<file path="src/rtl/game_field_server.sv">
// rtl/game_field_server.sv - playfield occupancy server: wall bitmap, two tanks, two shells
// Registered cell lookups, plus a ready/valid update port that is open only while serving and the display is idle.
module game_field_server #(
   parameter int WIDTH       = 64,
   parameter int GAME_HEIGHT = 44,
   parameter int TANK_SIZE   = 3
) (
   input  logic       clk,
   input  logic       rst_n,
   input  logic [1:0] i_state,
   input  logic       i_buzy,
   input  logic [5:0] i_request_x,
   input  logic [5:0] i_request_y,
   output logic       o_is_wall,
   output logic       o_is_tank_1,
   output logic       o_is_tank_2,
   output logic       o_is_shell_1,
   output logic       o_is_shell_2,
   input  logic       i_upd_valid,
   output logic       o_upd_ready,
   input  logic [2:0] i_upd_sel,
   input  logic [5:0] i_upd_x,
   input  logic [5:0] i_upd_y,
   input  logic       i_upd_live,
   output logic       o_init_done
);

   typedef enum logic {INIT, SERVE} state_t;

   localparam logic [5:0] LAST_ROW = 6'(GAME_HEIGHT - 1);

   state_t           state, state_d;
   logic [5:0]       r, r_d, row;
   logic [1:0]       prev_state;
   logic             enter, row_we, xfer, blank;
   logic [WIDTH-1:0] row_data;
   logic [WIDTH-1:0] wall [GAME_HEIGHT];
   logic [5:0]       tx1, ty1, tx2, ty2, sx1, sy1, sx2, sy2;
   logic             live1, live2;

   assign enter       = (i_state == 2'b01) && (prev_state != 2'b01);
   assign o_upd_ready = (state == SERVE) && !i_buzy;
   assign o_init_done = (state == SERVE);
   // A game restart in the same cycle takes priority over any pending update.
   assign xfer        = i_upd_valid && o_upd_ready && !enter && (i_upd_y < 6'(GAME_HEIGHT));
   assign blank       = (state == INIT) || (state_d == INIT) || (i_request_y >= 6'(GAME_HEIGHT));

   // The entry cycle itself writes row 0, so a full init always takes GAME_HEIGHT cycles.
   always_comb begin
      state_d = state;
      r_d     = r;
      row     = '0;
      row_we  = 1'b0;
      if (enter) begin
         state_d = INIT;
         row_we  = 1'b1;
         r_d     = 6'd1;
      end else if (state == INIT) begin
         row_we = 1'b1;
         row    = r;
         r_d    = r + 6'd1;
         if (r == LAST_ROW) begin
            state_d = SERVE;
            r_d     = '0;
         end
      end
   end

   always_comb begin
      row_data = {1'b1, {(WIDTH-2){1'b0}}, 1'b1};
      if (row == '0 || row == LAST_ROW) row_data = '1;
   end

   function automatic logic in_tank(input logic [5:0] tx, input logic [5:0] ty,
                                    input logic [5:0] x, input logic [5:0] y);
      return ({1'b0, x} >= {1'b0, tx}) && ({1'b0, x} <= {1'b0, tx} + 7'(TANK_SIZE - 1)) &&
             ({1'b0, y} >= {1'b0, ty}) && ({1'b0, y} <= {1'b0, ty} + 7'(TANK_SIZE - 1));
   endfunction

   always_ff @(posedge clk) begin
      if (rst_n) begin
         if (row_we)
            wall[row] <= row_data;
         else if (xfer && i_upd_sel == 3'd4)
            wall[i_upd_y][i_upd_x] <= 1'b1;
         else if (xfer && i_upd_sel == 3'd5)
            wall[i_upd_y][i_upd_x] <= 1'b0;
      end
   end

   always_ff @(posedge clk) begin
      if (!rst_n) begin
         state        <= INIT;
         r            <= '0;
         prev_state   <= 2'b00;
         tx1 <= 6'd2;  ty1 <= 6'd2;
         tx2 <= 6'd59; ty2 <= 6'd39;
         sx1 <= '0; sy1 <= '0; live1 <= 1'b0;
         sx2 <= '0; sy2 <= '0; live2 <= 1'b0;
         o_is_wall    <= 1'b0;
         o_is_tank_1  <= 1'b0;
         o_is_tank_2  <= 1'b0;
         o_is_shell_1 <= 1'b0;
         o_is_shell_2 <= 1'b0;
      end else begin
         state      <= state_d;
         r          <= r_d;
         prev_state <= i_state;
         if (enter) begin
            tx1 <= 6'd2;  ty1 <= 6'd2;
            tx2 <= 6'd59; ty2 <= 6'd39;
            sx1 <= '0; sy1 <= '0; live1 <= 1'b0;
            sx2 <= '0; sy2 <= '0; live2 <= 1'b0;
         end else if (xfer) begin
            case (i_upd_sel)
               3'd0: begin tx1 <= i_upd_x; ty1 <= i_upd_y; end
               3'd1: begin tx2 <= i_upd_x; ty2 <= i_upd_y; end
               3'd2: begin sx1 <= i_upd_x; sy1 <= i_upd_y; live1 <= i_upd_live; end
               3'd3: begin sx2 <= i_upd_x; sy2 <= i_upd_y; live2 <= i_upd_live; end
               default: ;
            endcase
         end
         o_is_wall    <= !blank && wall[i_request_y][i_request_x];
         o_is_tank_1  <= !blank && in_tank(tx1, ty1, i_request_x, i_request_y);
         o_is_tank_2  <= !blank && in_tank(tx2, ty2, i_request_x, i_request_y);
         o_is_shell_1 <= !blank && live1 && (i_request_x == sx1) && (i_request_y == sy1);
         o_is_shell_2 <= !blank && live2 && (i_request_x == sx2) && (i_request_y == sy2);
      end
   end

endmodule

</file>
<file path="config.mk">
export PLATFORM = sky130hd
export DESIGN_NAME = game_field_server
export DESIGN_NICKNAME = d
export VERILOG_FILES = /design/src/rtl/game_field_server.sv
export SDC_FILE = /design/constraint.sdc
export NUM_CORES = 2
export LEC_CHECK = 0
export CAP_MARGIN = 40
export CORE_AREA = 2 2 714 716
export CTS_BUF_LIST = sky130_fd_sc_hd__clkbuf_8
export DETAILED_ROUTE_END_ITERATION = 6
export DIE_AREA = 0 0 716 718
export PLACE_DENSITY = 0.48
export SYNTH_ARGS = -nofsm -noshare
export SYNTH_HDL_FRONTEND = slang
export SYNTH_SLANG_ARGS = --single-unit
</file>
<file path="constraint.sdc">
create_clock -name clk -period 4.65 [get_ports clk]
set_input_delay 0.93 -clock clk [delete_from_list [all_inputs] [get_ports clk]]
set_output_delay 0.93 -clock clk [all_outputs]
set_load 0.02 [all_outputs]
</file>
==> flow_metrics.tcl <==
set metrics [dict create \
    start_kind "register" \
    clkLatencyLatePin_ns 1.21 \
    numPortBuffers 40 \
    status "finished clean" \
    rows 262 \
    synth-edff-count 2816 \
    max_freq_ghz 0.2514 \
    post-place-ws_ns -0.1466 \
    ys_dominant_reg_cell "edfxtp_1" \
    route.vias.total 83760 \
    ios 41 \
    grt_pass1_vias 81700 \
    synth_cells 8964 \
    power_frac_clock 0.376 \
    ctsResizeCount 0 \
    cts-buffers-inserted 480 \
    syn_area_sq_um 126200 \
    grt_overflow 0 \
    p_comb_frac 0.090 \
    cts_hold_buf 0 \
    nFillCells 50970 \
    hpwl_um 280100 \
    cts_tree "yes" \
    seq_area_frac_synth 0.6801 \
    vdd_drop_max_mv 0.2354 \
    htreeDepth 5 \
    drcViolationCount 0 \
    ys_warn_count 0 \
    synth_cell_type_count 82 \
    grt_first_pass_wirelength_um 658200 \
    internal_power_mw 40.90 \
    antenna_found_initial 49 \
    layout_min_cycle_time_ns 3.977 \
    min_path_type "in -> reg" \
    synth.area.top_cells "edfxtp_1 67%, mux4_2 11%, nor2_1 8.7%, mux2i_1 2.5%, clkbuf_1 1.9%" \
    crit_fanout 16 \
    tightest_slew_ns 0.9688 \
    die-height_um 718 \
    grt_max_degree 65 \
    synth-seq-cells 2880 \
    switching_share 0.2570 \
    setup_ws_ns 0.6727 \
    crit_arrival_ns 4.80 \
    async_reset_ff_frac 0 \
    worstPathCellList "buf_4, nand3b_1, a221oi_2, nor2b_1, and4_2, a22oi_1, nand2b_1, nor2_1, buf_4, nand2_4, buf_12, nor2_1" \
    viasPerCell 5.083 \
    cp_data_required_time_ns 5.48 \
    netlist_top_cells_count "2,939 x nor2_1, 2,816 x edfxtp_1, 624 x clkbuf_1" \
    placed_cells 15600 \
    setup_viol 0 \
    dr.pass1.iters 5 \
    stdcell_count 16480 \
    crit_path_max_incr_delay_ns 0.48 \
    finalClockSkew_ns 0.09750 \
    wirelength_um 484200 \
    synth_nets 9047 \
    die_w_um 716 \
    rsz0062_at_grt "false" \
    cts_root_buf "clkbuf_8" \
    wl_per_cell_um 29.38 \
    yosysMostFrequentCell "nor2_1" \
    syn_avg_cell_area_sq_um 14.08 \
    switchingPower_mw 14.15 \
    cellPowerDensity_nw_per_um2 369.6 \
    drive_gt1_frac 0.2119 \
    critPathSlowestCell "nor2b_1" \
    slew_viol_final 0 \
    cts.path.max_buffers 4 \
    maxCapViolCount 0 \
    post-route-period-util 0.8553 \
    clk_pin_slew_ns 0.06 \
    nets 9435 \
    crit_path_end_kind "register" \
    hold_violations 0 \
    drtIter0Drc 12490 \
    core_sq_um 507100 \
    grt_use_total 0.1821 \
    slew_headroom 0.3541 \
    syn_to_final_growth_pct 18.01 \
    globalplace.congestion 0.8414 \
    start_util 0.2489 \
    leakagePower_nw 51.23 \
    final_core_utilization 0.2937 \
    yosysTopAreaCell "edfxtp_1" \
    path_class "reg -> reg" \
    seqPwrFrac 0.534 \
    post-cts-setup-buffers 0 \
    cts_num_sinks 2880 \
    synth_top_area_frac 0.6699 \
    dieArea_sq_um 514100 \
    final_antenna_net_count 0 \
]
==> stage by stage <==
stage / cell area (sq um) / setup TNS, ns / hold slack (ns) / power, mW
CTS: 148900 / 0 / 0.2861 / 55.37
global placement: 139700 / -0.8600 / 0.4532 / 34.64
detailed placement: 140400 / -6.128 / 0.4415 / 34.85
finish: 149000 / 0 / 0.3792 / 55.05
floorplan: 126200 / 0 / 0.4260 / 32.44
global route: 148900 / 0 / 0.3302 / 56.68
==> placed cells by master (no fill, tap or decap), drive strengths merged, types with 27 or more instances in the layout <==
cell type and instances:
clkinv 176, o221ai 38, a22oi 42, nand3 45, inv 217, clkdlybuf4s50 31, clkbuf 486, a221oi 47
nor2 2947, buf 727, mux4 610, mux2i 316, a31oi 43, o21ai 165, dfxtp 64, a21oi 159
ha 49, nand2b 27, nand2 333, o22ai 48, edfxtp 2816
==> area by class of cell <==
cell class	count	area [sq um]	area share
Clock buffer	485	6675	0.04481
Sequential cell	2880	85840	0.5763
Timing Repair Buffer	760	8811	0.05915
Tap cell	6732	8423	0.05655
Antenna cell	17	42.54	0.0002856
Inverter	33	136.4	0.0009156
Clock inverter	375	1822	0.01223
Multi-Input combinational cell	5197	37200	0.2498
==> logic make-up after synthesis <==
kind of cell,Yosys count,synth area share
compound gates,690,0.03578
fa+ha+maj,49,0.004857
flops,2880,0.6801
mux,936,0.1348
xor+xnor,38,0.002637
buf+inv,887,0.03423
simple gates,3484,0.1076
==> flip-flops by register name, indices dropped and copies added, names as in the netlist <==
name / cells
r: 6
o_is_tank_2: 1
tx1: 6
wall: 2816
o_is_tank_1: 1
sy1: 6
live2: 1
sx1: 6
o_is_shell_1: 1
o_init_done: 1
sy2: 6
ty1: 6
o_is_wall: 1
ty2: 6
sx2: 6
tx2: 6
live1: 1
o_is_shell_2: 1
prev_state: 2
==> per-layer routing <==
| layer | share of wire | GRT usage | routed length (um) | up-vias |
|---|---|---|---|---|
| met5 | 0.000056 | 0 | 27 | - |
| met4 | 0.044 | 0.07264 | 21410 | 4 |
| met3 | 0.097 | 0.03234 | 46940 | 925 |
| met2 | 0.46 | 0.2913 | 223700 | 4731 |
| met1 | 0.40 | 0.2447 | 192100 | 44360 |
| li1 | - | - | - | 33740 |
==> worst max-delay path: cells and delay by family, from the launching register on <==
family	cells	cell delay (ns)
buf+inv	3	0.79
simple gates	7	1.97
flops	1	0.30
compound gates	2	0.51
==> power groups by stage <==
stage                     Sequential (mW)  Clock [mW]  Combinational (mW)
after floorplan                      30.0           0                2.48
after global placement               29.9           0                4.71
after detailed placement             29.9           0                4.91
after CTS                            29.4        21.1                4.92
after global routing                 29.4        22.1                5.20
final                                29.4        20.7                4.97
==> path summary, 6_finish.rpt <==
kind / from / endpoint / slack (ns) / depth (start not counted)
setup reg to reg: o_init_done$_SDFF_PN0_ / wall[36][38]$_DFFE_PP_ / 0.67 / 12
hold / removal: i_state[0] / prev_state[0]$_SDFF_PN0_ / 0.38 / 2
setup / recovery: o_init_done$_SDFF_PN0_ / wall[36][38]$_DFFE_PP_ / 0.67 / 12
hold reg to reg: live2$_SDFFE_PP0P_ / o_is_shell_2$_SDFF_PN0_ / 0.45 / 2
Power figures use the tool's default switching activity.
